### config.mk
export PLATFORM = sky130hd
export DESIGN_NAME = spi_dac_rx
export DESIGN_NICKNAME = d
export VERILOG_FILES = /design/src/rtl/spi_dac_pkg.sv /design/src/rtl/spi_dac_rx_sync_edge.sv /design/src/rtl/spi_dac_rx.sv
export SDC_FILE = /design/constraint.sdc
export NUM_CORES = 1
export LEC_CHECK = 0
export CAP_MARGIN = 20
export CORE_UTILIZATION = 35
export DETAILED_ROUTE_END_ITERATION = 8
export PLACE_DENSITY = 0.55
export SETUP_SLACK_MARGIN = 0.4
export SLEW_MARGIN = 20
export SYNTH_ARGS = -nofsm -noshare
export SYNTH_HDL_FRONTEND = slang
export SYNTH_HIERARCHICAL = 1
export SYNTH_SLANG_ARGS = --single-unit
### constraint.sdc
create_clock -name clk -period 2.2 [get_ports clk]
set_clock_uncertainty 0.05 [all_clocks]
set_input_delay 0.44 -clock clk [delete_from_list [all_inputs] [get_ports clk]]
set_output_delay 0.44 -clock clk [all_outputs]
set_load 0.005 [all_outputs]
### src/rtl/spi_dac_pkg.sv
`default_nettype none
// ============================================================================
// Module      : spi_dac_pkg
// Description : Shared constants and FSM state type for the SPI DAC-side
//               receiver. Frame field positions describe the 16-bit link word:
//               [15] channel (0=A, 1=B), [14] gain, [13:12] ignored,
//               [11:0] DAC code.
// Revision    : 1.0 - initial release
// ============================================================================
package spi_dac_pkg;

    localparam int FRAME_W  = 16;
    localparam int CH_BIT   = 15;
    localparam int GAIN_BIT = 14;
    localparam int CODE_MSB = 11;
    localparam int CODE_W   = 12;

    typedef enum logic [1:0] {
        ST_IDLE   = 2'd0,
        ST_SHIFT  = 2'd1,
        ST_COMMIT = 2'd2
    } state_e;

endpackage
`default_nettype wire

### src/rtl/spi_dac_rx_sync_edge.sv
`default_nettype none
// ============================================================================
// Module      : sync_edge
// Description : STAGES-deep synchronizer for one asynchronous link pin,
//               followed by a registered edge detector.
// Ports       : clk, rst_n  - system clock, async active-low reset
//               d           - asynchronous input pin
//               level       - synchronized level, delayed one extra cycle so
//                             it lines up with the rise/fall pulses
//               rise, fall  - one-cycle registered edge pulses
// Parameters  : STAGES  - synchronizer depth (>= 2)
//               RST_VAL - reset value of the chain; set to the pin's idle
//                         level so reset release creates no false edge
// Revision    : 1.0 - initial release
// ============================================================================
module sync_edge #(
    parameter int   STAGES  = 2,
    parameter logic RST_VAL = 1'b0
) (
    input  logic clk,
    input  logic rst_n,
    input  logic d,
    output logic level,
    output logic rise,
    output logic fall
);

    logic [STAGES-1:0] chain_q, chain_d;
    logic              prev_q, prev_d;
    logic              rise_q, rise_d;
    logic              fall_q, fall_d;

    always_comb begin
        chain_d = {chain_q[STAGES-2:0], d};
        prev_d  = chain_q[STAGES-1];
        rise_d  = chain_q[STAGES-1] & ~prev_q;
        fall_d  = ~chain_q[STAGES-1] & prev_q;
    end

    always_ff @(posedge clk or negedge rst_n) begin
        if (!rst_n) begin
            chain_q <= {STAGES{RST_VAL}};
            prev_q  <= RST_VAL;
            rise_q  <= 1'b0;
            fall_q  <= 1'b0;
        end else begin
            chain_q <= chain_d;
            prev_q  <= prev_d;
            rise_q  <= rise_d;
            fall_q  <= fall_d;
        end
    end

    assign level = prev_q;
    assign rise  = rise_q;
    assign fall  = fall_q;

endmodule
`default_nettype wire

### src/rtl/spi_dac_rx.sv
`default_nettype none
// ============================================================================
// Module      : spi_dac_rx
// Description : SPI DAC-side receiver. Oversamples sclk/din/sync/ldac/clr on
//               clk, deserializes MSB-first frames on sclk falling edges,
//               commits them to the input register on sync rising edge and
//               transfers code+gain into the addressed DAC register on an
//               ldac falling edge. clr (low level) clears the DAC registers.
// Ports       : clk, rst_n            - system clock, async active-low reset
//               sclk,din,sync,ldac,clr - asynchronous link pins
//               frame_data  [N]       - last committed frame
//               frame_valid           - pulse on frame commit
//               frame_err             - pulse on rejected frame length
//               busy                  - high while shifting a frame
//               dac_a/dac_b [12]      - DAC registers
//               gain_a/gain_b         - gain bits latched with each register
// Config      : SPI_DAC_RX_FRAME_CHECK_EN - when defined, any frame whose bit
//               count differs from N is rejected with frame_err. Otherwise
//               frame_err is 0, short frames are dropped silently and long
//               frames commit their last N bits.
// Revision    : 1.0 - initial release
// ============================================================================
module spi_dac_rx
    import spi_dac_pkg::*;
#(
    parameter int N           = FRAME_W,
    parameter int SYNC_STAGES = 2
) (
    input  logic              clk,
    input  logic              rst_n,
    input  logic              sclk,
    input  logic              din,
    input  logic              sync,
    input  logic              ldac,
    input  logic              clr,
    output logic [N-1:0]      frame_data,
    output logic              frame_valid,
    output logic              frame_err,
    output logic              busy,
    output logic [CODE_W-1:0] dac_a,
    output logic [CODE_W-1:0] dac_b,
    output logic              gain_a,
    output logic              gain_b
);

    localparam logic [4:0] C_FRAME_LEN = 5'(N);
    localparam logic [4:0] C_CNT_MAX   = 5'd31;

    // ------------------------------------------------------------------
    // Link synchronizers. sync/ldac/clr idle high, so their chains reset
    // high to avoid a false frame start or transfer after reset release.
    // ------------------------------------------------------------------
    logic sclk_lvl, sclk_rise, sclk_fall;
    logic din_lvl,  din_rise,  din_fall;
    logic sync_lvl, sync_rise, sync_fall;
    logic ldac_lvl, ldac_rise, ldac_fall;
    logic clr_lvl,  clr_rise,  clr_fall;

    sync_edge #(.STAGES(SYNC_STAGES), .RST_VAL(1'b0)) u_sync_sclk (
        .clk(clk), .rst_n(rst_n), .d(sclk),
        .level(sclk_lvl), .rise(sclk_rise), .fall(sclk_fall));

    sync_edge #(.STAGES(SYNC_STAGES), .RST_VAL(1'b0)) u_sync_din (
        .clk(clk), .rst_n(rst_n), .d(din),
        .level(din_lvl), .rise(din_rise), .fall(din_fall));

    sync_edge #(.STAGES(SYNC_STAGES), .RST_VAL(1'b1)) u_sync_sync (
        .clk(clk), .rst_n(rst_n), .d(sync),
        .level(sync_lvl), .rise(sync_rise), .fall(sync_fall));

    sync_edge #(.STAGES(SYNC_STAGES), .RST_VAL(1'b1)) u_sync_ldac (
        .clk(clk), .rst_n(rst_n), .d(ldac),
        .level(ldac_lvl), .rise(ldac_rise), .fall(ldac_fall));

    sync_edge #(.STAGES(SYNC_STAGES), .RST_VAL(1'b1)) u_sync_clr (
        .clk(clk), .rst_n(rst_n), .d(clr),
        .level(clr_lvl), .rise(clr_rise), .fall(clr_fall));

    // Only a subset of the synchronizer outputs drives logic.
    logic w_unused;
    assign w_unused = &{1'b0, sclk_lvl, sclk_rise, din_rise, din_fall,
                        sync_fall, ldac_lvl, ldac_rise, clr_rise, clr_fall};

    // ------------------------------------------------------------------
    // State
    // ------------------------------------------------------------------
    state_e            state_q,     state_d;
    logic [N-1:0]      shift_q,     shift_d;
    logic [4:0]        bit_cnt_q,   bit_cnt_d;
    logic              busy_q,      busy_d;
    logic [N-1:0]      in_reg_q,    in_reg_d;
    logic              valid_q,     valid_d;
    logic [CODE_W-1:0] dac_a_q,     dac_a_d;
    logic [CODE_W-1:0] dac_b_q,     dac_b_d;
    logic              gain_a_q,    gain_a_d;
    logic              gain_b_q,    gain_b_d;
`ifdef SPI_DAC_RX_FRAME_CHECK_EN
    logic              err_q,       err_d;
`endif
    logic              w_commit;

    always_comb begin
        state_d   = state_q;
        shift_d   = shift_q;
        bit_cnt_d = bit_cnt_q;
        busy_d    = busy_q;
        in_reg_d  = in_reg_q;
        valid_d   = 1'b0;
        dac_a_d   = dac_a_q;
        dac_b_d   = dac_b_q;
        gain_a_d  = gain_a_q;
        gain_b_d  = gain_b_q;
        w_commit  = 1'b0;
`ifdef SPI_DAC_RX_FRAME_CHECK_EN
        err_d     = 1'b0;
`endif

        case (state_q)
            // Level-based entry lets a new frame start as soon as sync is
            // seen low again, without waiting for a falling edge.
            ST_IDLE: begin
                if (!sync_lvl) begin
                    state_d   = ST_SHIFT;
                    bit_cnt_d = 5'd0;
                    busy_d    = 1'b1;
                end
            end
            ST_SHIFT: begin
                if (sclk_fall) begin
                    shift_d = {shift_q[N-2:0], din_lvl};
                    if (bit_cnt_q != C_CNT_MAX) begin
                        bit_cnt_d = bit_cnt_q + 5'd1;
                    end
                end
                if (sync_rise) begin
                    state_d = ST_COMMIT;
                    busy_d  = 1'b0;
                end
            end
            ST_COMMIT: begin
                state_d = ST_IDLE;
                if (bit_cnt_q == C_FRAME_LEN) begin
                    w_commit = 1'b1;
                end
`ifdef SPI_DAC_RX_FRAME_CHECK_EN
                else begin
                    err_d = 1'b1;
                end
`else
                // Over-long frame: the shift register already holds the
                // last N bits received.
                else if (bit_cnt_q > C_FRAME_LEN) begin
                    w_commit = 1'b1;
                end
`endif
            end
            default: state_d = ST_IDLE;
        endcase

        if (w_commit) begin
            in_reg_d = shift_q;
            valid_d  = 1'b1;
        end

        // DAC transfer reads in_reg_d so a commit and an ldac edge in the
        // same cycle transfer the new frame. clr overrides ldac.
        if (!clr_lvl) begin
            dac_a_d  = '0;
            dac_b_d  = '0;
            gain_a_d = 1'b0;
            gain_b_d = 1'b0;
        end else if (ldac_fall) begin
            if (in_reg_d[CH_BIT]) begin
                dac_b_d  = in_reg_d[CODE_MSB:0];
                gain_b_d = in_reg_d[GAIN_BIT];
            end else begin
                dac_a_d  = in_reg_d[CODE_MSB:0];
                gain_a_d = in_reg_d[GAIN_BIT];
            end
        end
    end

    always_ff @(posedge clk or negedge rst_n) begin
        if (!rst_n) begin
            state_q   <= ST_IDLE;
            shift_q   <= '0;
            bit_cnt_q <= 5'd0;
            busy_q    <= 1'b0;
            in_reg_q  <= '0;
            valid_q   <= 1'b0;
            dac_a_q   <= '0;
            dac_b_q   <= '0;
            gain_a_q  <= 1'b0;
            gain_b_q  <= 1'b0;
`ifdef SPI_DAC_RX_FRAME_CHECK_EN
            err_q     <= 1'b0;
`endif
        end else begin
            state_q   <= state_d;
            shift_q   <= shift_d;
            bit_cnt_q <= bit_cnt_d;
            busy_q    <= busy_d;
            in_reg_q  <= in_reg_d;
            valid_q   <= valid_d;
            dac_a_q   <= dac_a_d;
            dac_b_q   <= dac_b_d;
            gain_a_q  <= gain_a_d;
            gain_b_q  <= gain_b_d;
`ifdef SPI_DAC_RX_FRAME_CHECK_EN
            err_q     <= err_d;
`endif
        end
    end

    // The input register is exactly the last committed frame.
    assign frame_data  = in_reg_q;
    assign frame_valid = valid_q;
    assign busy        = busy_q;
    assign dac_a       = dac_a_q;
    assign dac_b       = dac_b_q;
    assign gain_a      = gain_a_q;
    assign gain_b      = gain_b_q;
`ifdef SPI_DAC_RX_FRAME_CHECK_EN
    assign frame_err   = err_q;
`else
    assign frame_err   = 1'b0;
`endif

endmodule
`default_nettype wire
==> tab_implementation.tex <==
\begin{tabular}{lr}
\hline
Metric & Value \\
\hline
\multicolumn{2}{l}{\textbf{Logic synthesis}} \\
Post-Syn Area per Cell & 12.18 um2 \\
Syn\_nets & 294 \\
Synthesized netlist cell count & 285 \\
Post-synthesis cell area & 3471 um2 \\
Synthesis Warnings & 6 \\
\multicolumn{2}{l}{\textbf{STA}} \\
Worst Tran Pin Value & 540.4 ps \\
RSZ-0062 raised after global routing & yes \\
Fmax & 561.0 MHz \\
Endpoints failing hold & 0 \\
Total Neg Setup Slack & 0 ps \\
Crit path time final & 1782 ps \\
Final setup fails & 0 \\
Post-route worst hold slack & 302.4 ps \\
Pins over their slew limit & 0 \\
Period utilization & 0.8102 \\
Rel. slew slack & 0.6320 \\
\multicolumn{2}{l}{\textbf{Setup path}} \\
Dominant delay contributor by cell family on the critical path & simple AND/OR/NAND/NOR gates \\
Worst r2r dst & bit\_cnt\_q[3]\$\_DFFE\_PN0P\_ \\
Critical Path Sink & bit\_cnt\_q[3]\$\_DFFE\_PN0P\_ \\
Critical path type & reg2reg \\
Category of the worst setup path launch point & flip-flop \\
Cells along the critical path & ha\_2, and3\_4, ha\_4, nor4bb\_2, buf\_4, nand4\_1, mux2i\_1 \\
Worst r2r src & bit\_cnt\_q[0]\$\_DFFE\_PN0P\_ \\
Delay of the slowest cell on the worst path & 390 ps \\
Crit. Startpoint & bit\_cnt\_q[0]\$\_DFFE\_PN0P\_ \\
Critical path required time & 2380 ps \\
Number of cells traversed by the worst register-to-register path & 7 \\
Number of logic stages on the critical path including buffering & 7 \\
Element type at the critical path end & flip-flop \\
CP arrival & 1960 ps \\
Maximum fanout along the worst path & 7 \\
Worst R2R Setup Slack & 420 ps \\
Number of buffer and inverter instances along the worst setup path & 1 \\
Standard cell with the maximum stage delay on the critical path & sky130\_fd\_sc\_hd\_\_dfrtp\_1 \\
\multicolumn{2}{l}{\textbf{Die}} \\
Row Count & 35 \\
Die width & 101.6 um \\
I/O pin count & 52 \\
Y dimension of the die & 101.6 um \\
CORE AREA & 9415 um2 \\
Starting utilization of the core area & 0.3686 \\
Die outline area & 10320 um2 \\
\multicolumn{2}{l}{\textbf{Global routing}} \\
Pin count of the biggest net entering global routing & 44 \\
Number of global-route vias before repair & 2401 \\
Wire length of the first global-routing pass & 12680 um \\
Global Route Usage Sum & 0.1639 \\
Initial antenna violation count & 0 \\
Grt total ovfl & 0 \\
\multicolumn{2}{l}{\textbf{Power and ir drop}} \\
Sequential share of power & 0.577 \\
Power density cells & 714.8 nW/um2 \\
Cell internal pwr & 2.414 mW \\
Clk network pwr share & 0.315 \\
Leakage & 2.073 nW \\
Combinational group share of total power & 0.108 \\
Maximum ir drop on the vdd rail & 398.7 uV \\
Share of total power consumed by net switching & 0.2472 \\
Switch Pwr & 0.7930 mW \\
Total Power Consumption & 3.207 mW \\
\multicolumn{2}{l}{\textbf{Route}} \\
Remaining number of nets flagged by the antenna check after routing & 0 \\
DR iter-0 viols & 99 \\
Number of vias after detailed routing & 2470 \\
Final routed wire length divided by cell count & 16.12 um \\
Sum of routed wire length over all layers & 7818 um \\
DRC violation count after routing & 0 \\
Drt via density & 5.093 \\
Pre-antenna DRT Iters & 4 \\
\multicolumn{2}{l}{\textbf{Clocking}} \\
Clock Latency Late Sink & 350 ps \\
Cell at the root of the clock tree & sky130\_fd\_sc\_hd\_\_clkbuf\_8 \\
Number of buffers between clock root and the deepest sink & 2 \\
H-Tree Level Count & 3 \\
Clock tree from TritonCTS & built \\
Clock net sink count & 85 \\
Worst-path clk slew & 70 ps \\
Clock buffer count from CTS & 9 \\
\multicolumn{2}{l}{\textbf{Hold path}} \\
Worst min-delay path category & reg2reg \\
\multicolumn{2}{l}{\textbf{Placed design}} \\
Detailed Place HPWL & 4874 um \\
Port-buffer cells & 50 \\
Last weighted congestion value of the routability-driven placer & 0.7131 \\
\multicolumn{2}{l}{\textbf{Run}} \\
Number of max-cap violations & 0 \\
\multicolumn{2}{l}{\textbf{Run status}} \\
Result of the run & completed \\
\multicolumn{2}{l}{\textbf{Layout}} \\
Number of diodes added for antenna fixing & 0 \\
Fraction of final layout cells with drive strength greater than 1 & 0.2135 \\
Growth of design area from synthesis to finish & 29.27\% \\
Final net count & 361 \\
\hline
\end{tabular}
power by group through the flow:
stage	logic, mW	registers (mW)	clock network [mW]
after floorplan	0.177	1.84	0
after global placement	0.280	1.88	0
after detailed placement	0.290	1.89	0
after CTS	0.327	1.85	1.05
after global routing	0.386	1.88	1.12
final	0.346	1.85	1.01
worst min-delay path by stage:
stage / cells after the start / to / startpoint
3_5_place_dp: 0 / u_sync_din/level$_DFF_PN0_ / u_sync_din/chain_q[1]$_DFF_PN0_
2_1_floorplan: 0 / bit_cnt_q[0]$_DFFE_PN0P_ / rst_n
5_1_grt: 0 / u_sync_sclk/chain_q[1]$_DFF_PN0_ / u_sync_sclk/chain_q[0]$_DFF_PN0_
6_report: 0 / u_sync_din/level$_DFF_PN0_ / u_sync_din/chain_q[1]$_DFF_PN0_
3_3_place_gp: 0 / u_sync_din/level$_DFF_PN0_ / u_sync_din/chain_q[1]$_DFF_PN0_
4_1_cts: 0 / u_sync_sclk/chain_q[1]$_DFF_PN0_ / u_sync_sclk/chain_q[0]$_DFF_PN0_
per-stage QoR:
| stage | setup WS, ps | area, um2 | util | std cells |
|---|---|---|---|---|
| after floorplan | 436.3 | 3472 | - | 285 |
| after global placement | 380.6 | 4156 | 0.4415 | 456 |
| after detailed placement | 335.5 | 4156 | 0.4415 | 456 |
| after CTS | 389.5 | 4373 | 0.4645 | 475 |
| after global routing | 306.7 | 4487 | 0.4765 | 485 |
| final | 417.6 | 4487 | 0.4765 | 485 |
what timing repair did:
item / in CTS / in global routing
hold buffers: 1 / 0
hold endpoints to repair: 9 / 0
endpoints found under the setup margin: 14 / 37
gates resized for setup: 3 / 8
pin swaps: 3 / 3
buffers inserted: 3 / 10
cell usage in the layout, fill, tap and decap left out, types with 2 or more instances in the layout:
master	n
sky130_fd_sc_hd__and2b_2	2
sky130_fd_sc_hd__buf_12	2
sky130_fd_sc_hd__buf_4	25
sky130_fd_sc_hd__clkbuf_1	2
sky130_fd_sc_hd__clkbuf_8	12
sky130_fd_sc_hd__clkdlybuf4s50_1	46
sky130_fd_sc_hd__dfrtp_1	76
sky130_fd_sc_hd__dfstp_2	9
sky130_fd_sc_hd__dlymetal6s2s_1	2
sky130_fd_sc_hd__mux2_2	16
sky130_fd_sc_hd__mux2i_1	3
sky130_fd_sc_hd__nand2_1	57
sky130_fd_sc_hd__nand2b_1	2
sky130_fd_sc_hd__nor2b_1	2
sky130_fd_sc_hd__o2111a_1	26
sky130_fd_sc_hd__o21ai_0	3
sky130_fd_sc_hd__or3_1	53
area by class of cell:
class | instances | area [um2]
sequential | 85 | 2138
inverter | 2 | 7.507
clock buffer | 14 | 172.7
tap | 129 | 161.4
multi-input combinational | 177 | 1270
clock inverter | 1 | 5.005
timing repair buffer | 77 | 732.0
fill | 874 | 4928
flip-flops by register name, summed over array words and instances (netlist names), 5 cells and up:
signal,flops
bit_cnt_q,5
dac_a,12
dac_b,12
frame_data,16
shift_q,16
worst reg2reg max path, cell delays in order (launching register included):
cell and delay (ps):
sky130_fd_sc_hd__dfrtp_1 390, sky130_fd_sc_hd__ha_2 190, sky130_fd_sc_hd__and3_4 180, sky130_fd_sc_hd__ha_4 150, sky130_fd_sc_hd__nor4bb_2 260, sky130_fd_sc_hd__buf_4 190, sky130_fd_sc_hd__nand4_1 110, sky130_fd_sc_hd__mux2i_1 140
layer usage:
metal  vias up  wire length (um)  global-route usage
met2        67              3721              0.2516
met4         0                79             0.05351
met3         8               448             0.04348
li1       1156                 -                   -
met5         -                 0                   0
met1      1239              3569              0.2257
Note: power is estimated with default switching activity, not from simulation.
